<file path="src/rtl/multdiv_pkg.sv">
// Shared definitions for the multiply/divide sequencer: state encoding and
// default iteration geometry.
package multdiv_pkg;

  typedef enum logic [1:0] {
    ST_IDLE = 2'd0,
    ST_LOAD = 2'd1,
    ST_RUN  = 2'd2,
    ST_DONE = 2'd3
  } state_e;

  localparam int N_ITER_DEF = 32;
  localparam int CNT_W_DEF  = 6;

endpackage

</file>
<file path="src/rtl/multdiv_seq_ctrl_tff_counter.sv">
// Synchronous up-counter built from toggle flip-flops; sclr toggles every set
// bit so the counter lands on zero at the next edge.
module tff_counter #(
  parameter int CNT_W = 6
) (
  input  logic             clk,
  input  logic             clr,
  input  logic             inc,
  input  logic             sclr,
  output logic [CNT_W-1:0] q
);

  logic [CNT_W-1:0] r_q;
  logic [CNT_W-1:0] w_carry;
  logic [CNT_W-1:0] w_t;

  // Ripple the all-lower-bits-set term up the chain to form each toggle enable
  always_comb begin
    w_carry    = '0;
    w_t        = '0;
    w_carry[0] = inc;
    for (int i = 1; i < CNT_W; i++) begin
      w_carry[i] = w_carry[i-1] & r_q[i-1];
    end
    for (int i = 0; i < CNT_W; i++) begin
      w_t[i] = sclr ? r_q[i] : w_carry[i];
    end
  end

  // Toggle flip-flop bank
  always_ff @(posedge clk or posedge clr) begin
    if (clr) begin
      r_q <= '0;
    end else begin
      r_q <= r_q ^ w_t;
    end
  end

  assign q = r_q;

endmodule

</file>
<file path="src/rtl/multdiv_seq_ctrl.sv">
// Sequencer for the iterative multiply/divide datapath: LOAD, N_ITER steps,
// then a one-cycle result-ready pulse. Any start strobe restarts the sequence.
module multdiv_seq_ctrl
  import multdiv_pkg::*;
#(
  parameter int N_ITER = N_ITER_DEF,
  parameter int CNT_W  = CNT_W_DEF
) (
  input  logic             clk,
  input  logic             clr,
  input  logic             ctrl_mult,
  input  logic             ctrl_div,
  input  logic             div_by_zero,
  output logic             busy,
  output logic             op_div,
  output logic             load_en,
  output logic             step_en,
  output logic [CNT_W-1:0] iter,
  output logic             last_iter,
  output logic             result_rdy,
  output logic             exception
);

  localparam logic [CNT_W-1:0] LAST_ITER = CNT_W'(N_ITER - 1);

  state_e           r_state;
  state_e           w_state_nxt;
  logic             r_op_div;
  logic             w_op_div_nxt;
  logic             r_exc;
  logic             w_exc_nxt;
  logic             w_start;
  logic             w_inc;
  logic             w_sclr;
  logic [CNT_W-1:0] w_iter;

  assign w_start = ctrl_mult | ctrl_div;

  // Next-state, op latch and counter control; a start overrides every state
  always_comb begin
    w_state_nxt  = r_state;
    w_op_div_nxt = r_op_div;
    w_exc_nxt    = 1'b0;
    w_inc        = 1'b0;
    w_sclr       = 1'b0;
    if (w_start) begin
      w_state_nxt  = ST_LOAD;
      w_op_div_nxt = ctrl_div & ~ctrl_mult;
      w_sclr       = 1'b1;
    end else begin
      case (r_state)
        ST_IDLE: w_state_nxt = ST_IDLE;
        ST_LOAD: begin
          if (r_op_div && div_by_zero) begin
            w_state_nxt = ST_DONE;
            w_exc_nxt   = 1'b1;
          end else begin
            w_state_nxt = ST_RUN;
          end
        end
        ST_RUN: begin
          if (w_iter == LAST_ITER) begin
            w_state_nxt = ST_DONE;
            w_sclr      = 1'b1;
          end else begin
            w_inc       = 1'b1;
          end
        end
        ST_DONE: w_state_nxt = ST_IDLE;
        default: w_state_nxt = ST_IDLE;
      endcase
    end
  end

  // State, op select and exception flag
  always_ff @(posedge clk or posedge clr) begin
    if (clr) begin
      r_state  <= ST_IDLE;
      r_op_div <= 1'b0;
      r_exc    <= 1'b0;
    end else begin
      r_state  <= w_state_nxt;
      r_op_div <= w_op_div_nxt;
      r_exc    <= w_exc_nxt;
    end
  end

  tff_counter #(.CNT_W(CNT_W)) u_iter_cnt (
    .clk  (clk),
    .clr  (clr),
    .inc  (w_inc),
    .sclr (w_sclr),
    .q    (w_iter)
  );

  assign load_en    = (r_state == ST_LOAD);
  assign step_en    = (r_state == ST_RUN);
  assign busy       = load_en | step_en;
  assign result_rdy = (r_state == ST_DONE);
  assign op_div     = r_op_div;
  assign exception  = r_exc;
  assign iter       = w_iter;
  assign last_iter  = step_en & (w_iter == LAST_ITER);

endmodule
</file>
<file path="config.mk">
export PLATFORM = sky130hd
export DESIGN_NAME = multdiv_seq_ctrl
export DESIGN_NICKNAME = d
export VERILOG_FILES = /design/src/rtl/multdiv_pkg.sv /design/src/rtl/multdiv_seq_ctrl_tff_counter.sv /design/src/rtl/multdiv_seq_ctrl.sv
export SDC_FILE = /design/constraint.sdc
export NUM_CORES = 1
export LEC_CHECK = 0
export BUFFER_PORTS_ARGS = -buffer_cell sky130_fd_sc_hd__buf_2
export CORE_MARGIN = 3
export CORE_UTILIZATION = 40
export DETAILED_ROUTE_END_ITERATION = 10
export GPL_ROUTABILITY_DRIVEN = 0
export PLACE_DENSITY_LB_ADDON = 0.1
export REMOVE_ABC_BUFFERS = 1
export SLEW_MARGIN = 15
export SYNTH_ARGS = -nofsm -noshare
export SYNTH_HDL_FRONTEND = slang
export SYNTH_SLANG_ARGS = --single-unit
</file>
<file path="constraint.sdc">
create_clock -name clk -period 2.4 [get_ports clk]
set_input_delay 0.48 -clock clk [delete_from_list [all_inputs] [get_ports clk]]
set_output_delay 0.48 -clock clk [all_outputs]
set_load 0.02 [all_outputs]
</file>
# --- Yosys cells after proc, flatten, opt, wreduce, memory -nomap -nowiden ---
# Cells that the tools add are included.
classes:
  n_bitwise: 11
  n_reduce_logical: 3
  n_mux: 19
  n_eq_ne: 5
ops:
  columns: ["operator", "n"]
  rows:
  - ["1-bit two-way mux", 16]
  - ["1-bit bitwise AND", 7]
  - ["6-bit by 5-bit == test with 1-bit output (second input constant)", 1]
  - ["2-bit one-hot mux with 3 select lines", 1]
  - ["6-bit XOR", 1]
  - ["2-bit == test (second input constant)", 2]
  - ["2-bit two-way mux", 2]
  - ["3-bit by 1-bit inequality test with 1-bit output (second input constant)", 1]
  - ["2-bit by 1-bit == test with 1-bit output (second input constant)", 1]
  - ["2-bit zero test", 1]
  - ["1-bit bitwise OR", 2]
  - ["2-bit OR reduction", 1]
  - ["1-bit logical AND", 1]
  - ["1-bit NOT", 1]
word_totals:
  word_cells: 42
  in_bits: 5
  out_inout_bits: 13
  reg_bits: 10

# --- Longest topological paths before layout ---
# Gate-level depths: netlist of the first run.
depth:
  word_depth: 11
  ltp_mapped: 5
  ltp_nobuf: 5

# --- By module ---
# From an unflattened synthesis of the first run, not the netlist that was laid out.
hier_totals:
  hier_cells: 58
  hier_area_um2: 568.0
by_module_without_submodules:
  columns: ["mod", "seq_area_each_um2", "instances", "cells_per_inst", "area_per_inst_um2"]
  rows:
  - ["multdiv_seq_ctrl", 100.1, 1, 32, 285.3]
  - ["tff_counter", 150.1, 1, 26, 282.8]

# --- Worst setup path before layout of the first run ---
# No wires, ideal clock.
synth_path:
  path_type: "reg2out"
  from: "register r_state[0]"
  to: "output last_iter"
  t_required_ps: 1920
  t_arrival_ps: 1173
  n_path_buf: 0
  stages_incl_launch_ff: 4
  setup_slack_ps: 747
  path_cell_list: "dfrtp_1 inv_1 ha_1 and3_2"
synth_via:
  elab_chain_cells: 2
synth_lines:
  columns: ["item", "line", "rtl"]
  rows:
  - ["start: declaration", "multdiv_seq_ctrl.sv:26", "state_e r_state;"]
  - ["start signal: assignment", "multdiv_seq_ctrl.sv:82", "r_state <= w_state_nxt;"]
  - ["2-bit == test", "multdiv_seq_ctrl.sv:97", "assign step_en = (r_state == ST_RUN);"]
  - ["named net step_en", "multdiv_seq_ctrl.sv:17", "output logic step_en,"]
  - ["1-bit bitwise AND", "multdiv_seq_ctrl.sv:103", "assign last_iter = step_en & (w_iter == LAST_ITER);"]
  - ["end: declaration", "multdiv_seq_ctrl.sv:19", "output logic last_iter,"]
# The timed path passes the listed nets, and every way through them passes these cells.

# --- Final worst setup path of the first run ---
layout_path:
  from: "register r_state[0]"
  to: "output last_iter"
layout_via:
  elab_chain_cells: 2
layout_lines:
  columns: ["item", "line"]
  rows:
  - ["2-bit == test", "multdiv_seq_ctrl.sv:97"]
  - ["1-bit bitwise AND", "multdiv_seq_ctrl.sv:103"]
# No other way between the ends.

==> results of run 1 <==
==> stage by stage <==
step	hold slack [ns]	cell area (µm²)	setup WS (ns)	instances	util, %
after floorplan	0.320	527	0.747	54	-
after global placement	0.470	629	0.771	85	53.7
after detailed placement	0.486	629	0.718	85	53.7
after CTS	0.200	652	0.429	88	55.7
after global routing	0.223	652	0.305	88	55.7
final	0.192	652	0.440	88	55.7
==> cell families (layout without fill, tap and decap cells) <==
family / count (synthesis) / after routing / synth area share [%]
simple gates: 21 / 21 / 20.0
xor+xnor: 4 / 4 / 6.60
compound gates: 10 / 10 / 12.5
fa+ha+maj: 4 / 4 / 9.43
buf+inv: 6 / 25 / 4.24
flops: 10 / 10 / 47.2
==> placed cells by master (no fill, tap or decap), drive strengths merged <==
| master | netlist | layout |
|---|---|---|
| buf | 0 | 17 |
| dfrtp | 10 | 10 |
| nor2 | 9 | 9 |
| inv | 5 | 5 |
| nand2 | 4 | 4 |
| ha | 4 | 4 |
| a211oi | 3 | 3 |
| xor2 | 3 | 3 |
| clkbuf | 1 | 3 |
| o21ai | 2 | 2 |
| a21oi | 2 | 2 |
| nand3 | 2 | 2 |
| and4b | 1 | 1 |
| and2 | 1 | 1 |
| a31oi | 1 | 1 |
| a41o | 1 | 1 |
| and3 | 1 | 1 |
| or2 | 1 | 1 |
| nand4 | 1 | 1 |
| xnor2 | 1 | 1 |
| or3 | 1 | 1 |
| a21o | 1 | 1 |
==> worst min-delay path by stage <==
stage | startpoint | cells past startpoint | to | slack (ns)
after global routing | clr | 2 | u_iter_cnt.q[5] | 0.22
after floorplan | clr | 1 | exception | 0.32
after global placement | clr | 2 | op_div | 0.47
after detailed placement | clr | 2 | u_iter_cnt.q[5] | 0.49
after CTS | clr | 2 | u_iter_cnt.q[5] | 0.20
final | clr | 2 | u_iter_cnt.q[5] | 0.19
==> state kept, by name (all words and copies together), names as in the netlist <==
register and cells:
u_iter_cnt.q 6, r_state 2, exception 1, op_div 1
==> layer usage <==
layer	GRT usage [%]	up-vias
met4	9.32	0
met3	3.00	0
met1	18.3	192
li1	-	224
met5	0	-
met2	16.7	11
==> power groups by stage <==
stage	Clock (µW)	Sequential (µW)	Combinational, µW
2_1_floorplan	0	182	27.7
4_1_cts	117	177	44.0
3_3_place_gp	0	180	43.3
6_report	111	177	43.1
3_5_place_dp	0	180	43.7
5_1_grt	124	178	48.2
==> layout make-up <==
class | count | area share [%]
Multi-Input combinational cell | 39 | 39.5
Tap cell | 14 | 2.69
Timing Repair Buffer | 17 | 13.1
Clock buffer | 3 | 3.45
Inverter | 5 | 2.88
Sequential cell | 10 | 38.4
==> critical path: cells and delay by family (launching register included) <==
family,cells,cell delay [ns]
flops,1,0.43
buf+inv,2,0.23
fa+ha+maj,1,0.32
simple gates,1,0.23
==> key figures, run 1 <==
Run status
  – Status: completed

Worst setup path
  – Cell with the largest stage delay on the worst path: dfrtp_1
  – WP data arrival: 1.48 ns
  – Startpoint class of the critical path: flop
  – Critical path origin: r_state[0]
  – R2R depth: 5
  – CP Capture Type: output port
  – Max stage delay on crit path: 0.43 ns
  – Worst R2R Setup Slack: 0.88 ns
  – CP required: 1.92 ns
  – CP Capture Point: last_iter
  – Crit path cell chain: inv_1 > ha_1 > and3_2 > buf_2
  – Reg-to-reg endpoint: u_iter_cnt.q[4]
  – Reg-to-Reg Start: r_state[0]
  – Setup Crit Path Kind: reg2out
  – Max Fanout on Critical Path: 8

Final layout
  – Reg area: 250 µm²
  – Area grow syn2layout: 22.9%
  – Ant. Diodes: 0
  – # fillers: 123
  – Share of cells above drive strength 1: 31.1%
  – Final net count: 85
  – Area of the multi-input gates: 258 µm²

Synth
  – Synthesized area: 531 µm²
  – Yosys top cell by area: dfrtp_1
  – Most used DFF post-synth: dfrtp_1
  – Top-count cell post-synth: dfrtp_1
  – Synth top cells by count: dfrtp_1 (10), nor2_1 (9), inv_1 (5)
  – FFs w/ async S/R, synth: 100%
  – YS warnings: 0
  – Cell variety after synth: 22
  – Post-synthesis sequential area ratio: 47.2%
  – Average size of a mapped cell: 9.65 µm²
  – Share of the synthesized area in the top cell type: 47.2%
  – EDFF count, synth: 0
  – Top post-synthesis cells by area: dfrtp_1 (47%), ha_1 (9.4%), nor2_1 (6.4%), xor2_1 (5.0%), a211oi_1 (4.2%)
  – Cells after Synth: 55
  – Seq cells post-synth: 10

Placed design
  – IO Port Bufs: 17
  – Hpwl dp: 809 µm

Drt
  – Metal3 WL: 58 µm
  – Routed Antenna Nets: 0
  – Pre-Repair DR Iteration Count: 2
  – DRT iter0 DRCs: 7
  – Routed wl met2: 464 µm
  – DRT Wirelength: 1050 µm
  – Routed via count: 427
  – Avg WL per Cell: 11.9 µm
  – DRC violations left: 0
  – M1 WL: 526 µm
  – Via density: 4.85
  – Highest metal used: met3

Timing
  – RSZ-0062 raised after global routing: false
  – Worst Skew: 0.000728 ns
  – Top achievable clock speed: 510 MHz
  – Slew @ Worst Pin: 0.396 ns
  – Final Hold Fails: 0
  – Relative slew slack: 73.6%
  – Max Transition Viols Final: 0
  – Min Clock Period, post-route: 1.96 ns
  – Final TNS setup: 0 ns
  – Final period util: 81.7%
  – Finish-stage setup viols: 0

Run
  – Max Cap Viol: 0

Power
  – Final Power: 331 µW
  – Net switching power: 85.4 µW
  – Clk network pwr share: 33.5%
  – Power Internal: 246 µW
  – Power Density: 508 nW/µm²
  – Reg power frac: 53.5%
  – Switch share: 25.8%
  – Combinational power share: 13.0%
  – Peak VDD IR: 0.381 mV
  – Lkg Pwr: 0.000340 µW

GRT
  – Vias in the first global route: 381
  – Initial antenna violation count: 0
  – First-pass GRT wire length: 1730 µm
  – GRT Total Usage: 13.0%
  – Largest net degree at the start of global routing: 11
  – Global route overflow: 0

Die
  – Core area: 1170 µm²
  – Starting density of the core: 45.3%
  – Cell Rows: 12
  – Die width: 42.4 µm
  – Ports: 18
  – Die area: 1800 µm²
  – Die height: 42.4 µm

Clock network
  – Post_cts resized: 0
  – CTS Sinks: 10
  – Clk slew on worst S/H paths: 0.06 ns
  – Hold_buf cts: 0
  – Num CTS Buffers: 3
  – CTS H-tree lvls: 1
  – Clock Tree Root: clkbuf_4
  – CTS tree: done
  – Longest Clk Path Bufs: 2
  – Worst-Skew Late Latency: 0.26 ns
  – Postcts setup bufs: 0

Worst hold path
  – Worst hold path type: in2async
No activity file was read; power rests on OpenSTA's default activity.
==> run 2: changes to the inputs <==
==> constraint.sdc (replaced) <==
create_clock -name clk -period 2 [get_ports clk]
set_input_delay 0.4 -clock clk [delete_from_list [all_inputs] [get_ports clk]]
set_output_delay 0.4 -clock clk [all_outputs]
set_load 0.02 [all_outputs]
==> key figures, run 2 (synthesis gave the netlist of run 1 again) <==
Timing
  – Worst Skew: 0.000853 ns (+0.000125 ns)
  – Final period util: 89.5%
  – Final Hold Fails: 0 (unchanged)
  – Finish-stage setup viols: 0 (unchanged)
  – Relative slew slack: 73.3% (-0.23 points)
  – Final TNS setup: 0 ns (unchanged)
  – Slew @ Worst Pin: 0.400 ns (+0.00337 ns)
  – Max Transition Viols Final: 0 (unchanged)
  – Min Clock Period, post-route: 1.79 ns
  – RSZ-0062 raised after global routing: false
  – Top achievable clock speed: 559 MHz

Power
  – Power Density: 609 nW/µm² (+20%)
  – Net switching power: 103 µW (+20%)
  – Reg power frac: 53.4% (about the same)
  – Switch share: 25.8% (+0.041 points)
  – Combinational power share: 13.3% (+0.3 points)
  – Power Internal: 295 µW (+20%)
  – Peak VDD IR: 0.457 mV (+20%)
  – Clk network pwr share: 33.4% (about the same)
  – Lkg Pwr: 0.000338 µW (-0.72%)

Clock network
  – CTS tree: done
  – Longest Clk Path Bufs: 2 (unchanged)
  – CTS H-tree lvls: 1 (unchanged)
  – Num CTS Buffers: 3 (unchanged)
  – CTS Sinks: 10 (unchanged)
  – Clk slew on worst S/H paths: 0.06 ns (about the same)
  – Clock Tree Root: clkbuf_4
  – Worst-Skew Late Latency: 0.26 ns (about the same)

Die
  – Die height: 42.4 µm (unchanged)
  – Core area: 1170 µm² (unchanged)
  – Die width: 42.4 µm (unchanged)
  – Ports: 18 (unchanged)
  – Starting density of the core: 45.3% (unchanged)
  – Cell Rows: 12 (unchanged)
  – Die area: 1800 µm² (unchanged)

GRT
  – Global route overflow: 0 (unchanged)
  – Vias in the first global route: 381 (unchanged)
  – GRT Total Usage: 13.0% (unchanged)
  – First-pass GRT wire length: 1730 µm (unchanged)
  – Largest net degree at the start of global routing: 11 (unchanged)
  – Initial antenna violation count: 0 (unchanged)

Worst setup path
  – WP data arrival: 1.39 ns (-0.09 ns)
  – CP Capture Type: output port
  – Max Fanout on Critical Path: 8 (unchanged)
  – CP required: 1.60 ns (-0.32 ns)
  – Startpoint class of the critical path: flop
  – Setup Crit Path Kind: reg2out

Drt
  – DRT iter0 DRCs: 7 (unchanged)
  – Avg WL per Cell: 12.1 µm (+1.3%)
  – DRC violations left: 0 (unchanged)
  – Routed Antenna Nets: 0 (unchanged)
  – Routed via count: 432 (+1.2%)
  – Pre-Repair DR Iteration Count: 4 (+2)
  – DRT Wirelength: 1060 µm (+1.3%)
  – Via density: 4.91 (+1.2%)

Final layout
  – Ant. Diodes: 0 (unchanged)
  – Largest register FFs: 6 (unchanged)
  – Share of cells above drive strength 1: 32.4% (+1.4 points)
  – Final net count: 85 (unchanged)
  – Final Non-Filler Cells: 88 (unchanged)
  – Most frequent cells in the layout: buf_2 (17), dfrtp_1 (10), nor2_1 (9)
  – Commonest non-fill, non-tap cell in the layout: buf_2
  – Area grow syn2layout: 23.3%
  – Finished Core Util: 55.9% (+0.21 points)

Placed design
  – IO Port Bufs: 17 (unchanged)
  – Hpwl dp: 809 µm (unchanged)
  – Placed Cells incl. Taps: 85 (unchanged)

Run status
  – Status: completed

Run
  – Max Cap Viol: 0 (unchanged)

Worst hold path
  – Worst hold path type: in2async
## run 2: worst paths after layout
kind / from / to / slack, ns / cells past startpoint
setup / recovery: r_state[0] / last_iter / 0.21 / 4
hold reg to reg: u_iter_cnt.q[4] / u_iter_cnt.q[5] / 0.50 / 1
max in group asynchronous: clr / r_state[0] / 1.61 / 2
hold / removal: clr / u_iter_cnt.q[5] / 0.11 / 2
min in group clk: ctrl_mult / op_div / 0.31 / 2
setup reg to reg: r_state[0] / u_iter_cnt.q[4] / 0.55 / 5
## run 2: routing by layer
metal | track usage (%) | wire length (µm)
met2 | 16.7 | 462
met5 | 0 | 0
met3 | 3.00 | 59
met4 | 9.32 | 0
met1 | 18.3 | 542
## run 2: repair_timing
| item | in CTS | in global routing |
|---|---|---|
| endpoints found under the setup margin | 0 | 1 |
| resized for setup | 0 | 1 |
| hold buffers | 0 | 0 |
| buffers inserted | 0 | 0 |
| hold endpoints to repair | 0 | 0 |
## run 2: power by group through the flow
stage | Sequential [µW] | Clock (µW) | Combinational (µW)
2_1_floorplan | 218 | 0 | 33.2
3_3_place_gp | 216 | 0 | 51.9
3_5_place_dp | 216 | 0 | 52.5
4_1_cts | 212 | 140 | 52.8
5_1_grt | 214 | 149 | 58.7
6_report | 213 | 133 | 52.8
## run 2: cell type report
type                       count  area [µm²]
fill                         124         517
sequential                    10         250
tap                           14        17.5
clock buffer                   3        22.5
multi-input combinational     39         260
timing repair buffer          17        85.1
inverter                       5        18.8
## run 2: metrics by stage
stage                     power, µW  worst slack (ns)  hold slack, ns  area, µm²
after floorplan                 251             0.427           0.240        527
after global placement          268             0.451           0.390        629
after detailed placement        269             0.398           0.406        629
after CTS                       405             0.109           0.120        652
after global routing            421             0.111           0.143        654
final                           398             0.210           0.114        654
## run 2: worst max-delay path, cell delays in order, from the launching register on
cell	delay, ns
dfrtp_1	0.43
inv_1	0.08
ha_2	0.27
and3_2	0.19
buf_2	0.15
